## config.mk

```make
export PLATFORM = sky130hd
export DESIGN_NAME = sort_serializer
export DESIGN_NICKNAME = d
export VERILOG_FILES = /design/src/rtl/sort_serializer.sv
export SDC_FILE = /design/constraint.sdc
export NUM_CORES = 1
export LEC_CHECK = 0
export BUFFER_PORTS_ARGS = -buffer_cell sky130_fd_sc_hd__buf_2
export CAP_MARGIN = 10
export CORE_ASPECT_RATIO = 1.75
export CORE_MARGIN = 4
export CORE_UTILIZATION = 58
export DETAILED_ROUTE_END_ITERATION = 12
export PLACE_DENSITY = 0.91
export SETUP_SLACK_MARGIN = 0.05
export SYNTH_ARGS = -nofsm -noshare
export SYNTH_HDL_FRONTEND = slang
export SYNTH_SLANG_ARGS = --single-unit
```

## constraint.sdc

```tcl
create_clock -name clk -period 4 [get_ports clk]
set_input_delay 0.4 -clock clk [delete_from_list [all_inputs] [get_ports clk]]
set_output_delay 0.4 -clock clk [all_outputs]
set_load 0.05 [all_outputs]
```

## src/rtl/sort_serializer.sv

```systemverilog
// Serializes one sorted NUM_VALS-word vector into a valid/ready word stream.
// Each word is tagged with its index and a last flag.
module sort_serializer #(
  parameter int unsigned NUM_VALS = 5,
  parameter int unsigned SIZE     = 16,
  localparam int unsigned IDX_W   = (NUM_VALS > 1) ? $clog2(NUM_VALS) : 1
) (
  input  logic                     clk,
  input  logic                     rst,
  input  logic [NUM_VALS*SIZE-1:0] vec_in,
  input  logic                     vec_valid,
  output logic                     vec_ready,
  output logic [SIZE-1:0]          dout,
  output logic                     dout_valid,
  input  logic                     dout_ready,
  output logic [IDX_W-1:0]         dout_idx,
  output logic                     dout_last
);

  localparam int unsigned VEC_W    = NUM_VALS * SIZE;
  localparam int unsigned LAST_IDX = NUM_VALS - 1;

  typedef enum logic {IDLE, SEND} state_t;

  state_t           state;
  logic [VEC_W-1:0] vec_q;
  logic [IDX_W-1:0] next_idx;
  logic             load;

  // Word k sits at the left end of the packed vector for k = 0.
  function automatic logic [SIZE-1:0] word_at(input logic [VEC_W-1:0] v,
                                              input logic [IDX_W-1:0] k);
    logic [VEC_W-1:0] sh;
    sh = v >> (SIZE * (LAST_IDX - 32'(k)));
    return sh[SIZE-1:0];
  endfunction

  assign vec_ready = !rst && ((state == IDLE) || (dout_valid && dout_ready && dout_last));
  assign load      = vec_valid && vec_ready;
  assign next_idx  = dout_idx + IDX_W'(1);

  always_ff @(posedge clk) begin
    if (rst) begin
      state      <= IDLE;
      vec_q      <= '0;
      dout       <= '0;
      dout_idx   <= '0;
      dout_valid <= 1'b0;
      dout_last  <= 1'b0;
    end else if (load) begin
      state      <= SEND;
      vec_q      <= vec_in;
      dout       <= word_at(vec_in, IDX_W'(0));
      dout_idx   <= '0;
      dout_valid <= 1'b1;
      dout_last  <= (NUM_VALS == 1);
    end else if (state == SEND && dout_ready) begin
      if (dout_last) begin
        // dout deliberately keeps the last word when going idle.
        state      <= IDLE;
        dout_idx   <= '0;
        dout_valid <= 1'b0;
        dout_last  <= 1'b0;
      end else begin
        dout       <= word_at(vec_q, next_idx);
        dout_idx   <= next_idx;
        dout_last  <= (next_idx == IDX_W'(LAST_IDX));
      end
    end
  end

endmodule

```

==> impl_metrics.csv <==
group,metric,value,unit
synthesis,synth_area_per_cell,9.035,sq um
routing,routedWlPerCell,16.40,um
setup_path,path_class,"register to register",
global_route,grt-ovfl-total,0,
clock_network,cts_sinks,101,
floorplanning,die_h,126.1,um
routing,via_per_inst,5.811,
routing,drt-pass1-iter-count,5,
timing,rsz0062_at_grt,"no",
global_route,grt_max_degree,112,
clock_network,clockBufferDepth,2,
routing,drt-initial-drc-count,518,
pwr,p_int,1757,uW
timing,max_freq,0.3902,GHz
placement,gp_congestion,0.8450,
final_layout,syn_to_final_growth,17.15,%
setup_path,start_kind,"register",
synthesis,ys_seq_area_share,43.71,%
clock_network,cts_tree,"done",
final_layout,antenna_cells,0,
routing,ant_nets,0,
pwr,p_seq_share,47.4,%
synthesis,synthTopCellsByCount,"dfxtp_1 (101), nand2b_1 (100), o21ai_0 (96)",
pwr,power.switching,620.2,uW
pwr,ir_worst_vdd,0.0004579,V
pwr,clkPwrFrac,37.6,%
timing,skew,0.006376,ns
synthesis,synthFlopType,"dfxtp_1",
outcome,outcome,"finished clean",
synthesis,synth_top_area_share,43.71,%
floorplanning,die_w,75.51,um
timing,setup_viol,0,
clock_network,hold_buffers,0,
pwr,p_sw_share,26.09,%
floorplanning,row_count,42,
synthesis,synth_fp_nets,599,
global_route,grt.total_usage,24.24,%
worst_hold_path,hold_class,"input port to register",
clock_network,clockRootBuffer,"clkbuf_16",
synthesis,syn_area,0.004626,sq mm
timing,min_period,2.563,ns
setup_path,end_kind,"register",
placement,dp_hpwl,7.554,mm
timing,hold_viol_final,0,
timing,final.setup.tns,0,ns
synthesis,netlist_instances,512,
global_route,grt_pass1_wl,18.06,mm
clock_network,cts_buffers,9,
placement,io_buffers,105,
synthesis,synth_area_leader_cell,"dfxtp_1",
flow_run,maxCapViolCount,0,
synthesis,synth_edf_count,0,
clock_network,path_clk_slew,0.07,ns
routing,vias,3969,
pwr,powerDensity,438.6,mW/mm^2
routing,wl,11.20,mm
setup_path,cp_max_fo,33,
timing,tightestPinTransition,0.9814,ns
floorplanning,io_pins,106,
synthesis,ys_warn_count,0,
timing,post-route-period-util,64.07,%
global_route,antenna_found_initial,0,
pwr,comb_power_share,15.0,%
floorplanning,initial_core_util,60.29,%
synthesis,ys_types,26,
setup_path,crit_required,4.23,ns
clock_network,cts_setup_buffers,0,
timing,holdWs,0.2510,ns
timing,max_slew_margin,34.57,%
floorplanning,core-area,0.007672,sq mm
floorplanning,die-area,0.009524,sq mm
synthesis,async_flop_share,0,%
final_layout,drive_gt1_share,27.73,%
clock_network,h-tree-depth,3,
synthesis,synthTopCellsByArea,"dfxtp_1 (44%), nand2b_1 (14%), o21ai_0 (10%), mux4_2 (7.8%), nand2_1 (6.6%)",
synthesis,synth.most_common_cell,"dfxtp_1",
clock_network,postCtsResizedCells,0,
clock_network,clk_latency,0.34,ns
timing,slew_violations,0,
global_route,grt_pass1_vias,3763,
synthesis,ys_seq_elements,101,
pwr,power_leakage,0.002086,uW
setup_path,arrival,2.79,ns
routing,drc,0,
final_layout,fillers,559,
final_layout,nNetsFinal,677,
==> through the flow <==
step           util (%)  area [sq um]  instances  setup slack [ns]  power, uW
3_3_place_gp      66.55          5106        667             1.662       1486
6_report          70.63          5419        683             1.437       2377
2_1_floorplan         -          4626        512             1.579       1392
3_5_place_dp      66.55          5106        667             1.570       1497
5_1_grt           70.63          5419        683             1.364       2463
4_1_cts           70.63          5419        683             1.468       2380
==> routing by layer <==
metal	wire, um	GRT usage, %
met5	0	0
met4	312	9.578
met3	787	5.821
met2	5468	37.09
met1	4630	32.58
==> worst max-delay path, stage by stage (launching register included) <==
cell	delay, ns
dfxtp_1	0.38
ha_1	0.24
xor2_1	0.25
ha_1	0.28
buf_4	0.26
a2bb2oi_2	0.23
nor2_8	0.28
o211ai_1	0.17
a311oi_1	0.35
==> cell families after synthesis <==
family,Yosys count,share of synthesized area (%)
simple gates,210,23.15
xor+xnor,1,0.1894
mux,16,7.790
compound gates,136,19.85
buf+inv,45,4.490
flops,101,43.71
fa+ha+maj,3,0.8116
==> worst paths after layout <==
| path | endpoint | start | slack, ns | cells past startpoint |
|---|---|---|---|---|
| worst max-delay path | dout[0] | dout_idx[1] | 1.44 | 8 |
| worst min-delay path | vec_q[20] | vec_in[20] | 0.25 | 3 |
| worst max register to register | dout[0] | dout_idx[1] | 1.44 | 8 |
| worst min register to register | vec_q[28] | vec_q[28] | 0.47 | 2 |
==> sequential cells by signal, indices dropped and copies added (netlist names) <==
| signal | cells |
|---|---|
| dout | 16 |
| dout_last | 1 |
| state | 1 |
| dout_idx | 3 |
| vec_q | 80 |
==> cells in the final DEF (no fill, tap or decap) <==
| master | netlist | layout |
|---|---|---|
| a21boi_2 | 1 | 1 |
| a21boi_4 | 1 | 1 |
| a21oi_1 | 5 | 5 |
| a2bb2oi_2 | 1 | 1 |
| a311oi_1 | 6 | 6 |
| a311oi_2 | 10 | 10 |
| buf_2 | 13 | 105 |
| buf_4 | 2 | 5 |
| bufinv_16 | 0 | 1 |
| clkbuf_1 | 25 | 1 |
| clkbuf_16 | 0 | 9 |
| clkbuf_8 | 0 | 3 |
| clkinv_2 | 0 | 1 |
| clkinvlp_4 | 0 | 1 |
| dfxtp_1 | 101 | 101 |
| ha_1 | 3 | 3 |
| inv_1 | 2 | 2 |
| mux4_2 | 16 | 16 |
| nand2_1 | 81 | 81 |
| nand2b_1 | 100 | 100 |
| nand4b_1 | 1 | 1 |
| nor2_1 | 20 | 19 |
| nor2_4 | 0 | 1 |
| nor2_8 | 1 | 1 |
| nor3_1 | 6 | 6 |
| nor3b_1 | 1 | 1 |
| o211ai_1 | 7 | 7 |
| o211ai_2 | 9 | 9 |
| o21ai_0 | 96 | 96 |
| xor2_1 | 1 | 1 |
==> power by group through the flow <==
stage	Sequential, uW	Combinational [uW]	Clock (uW)
floorplan	1200	195	0
global placement	1140	343	0
detailed placement	1150	351	0
CTS	1120	356	899
global route	1130	388	943
finish	1130	356	894
==> layout make-up <==
type | count | area (sq um) | area share [%]
timing repair buffer | 110 | 563.0 | 10.39
tap | 88 | 110.1 | 2.032
inverter | 2 | 7.507 | 0.1385
clock buffer | 13 | 270.3 | 4.987
sequential | 101 | 2022 | 37.31
clock inverter | 3 | 42.54 | 0.7850
multi-input combinational | 366 | 2404 | 44.35
(Power assumes the default switching activity.)
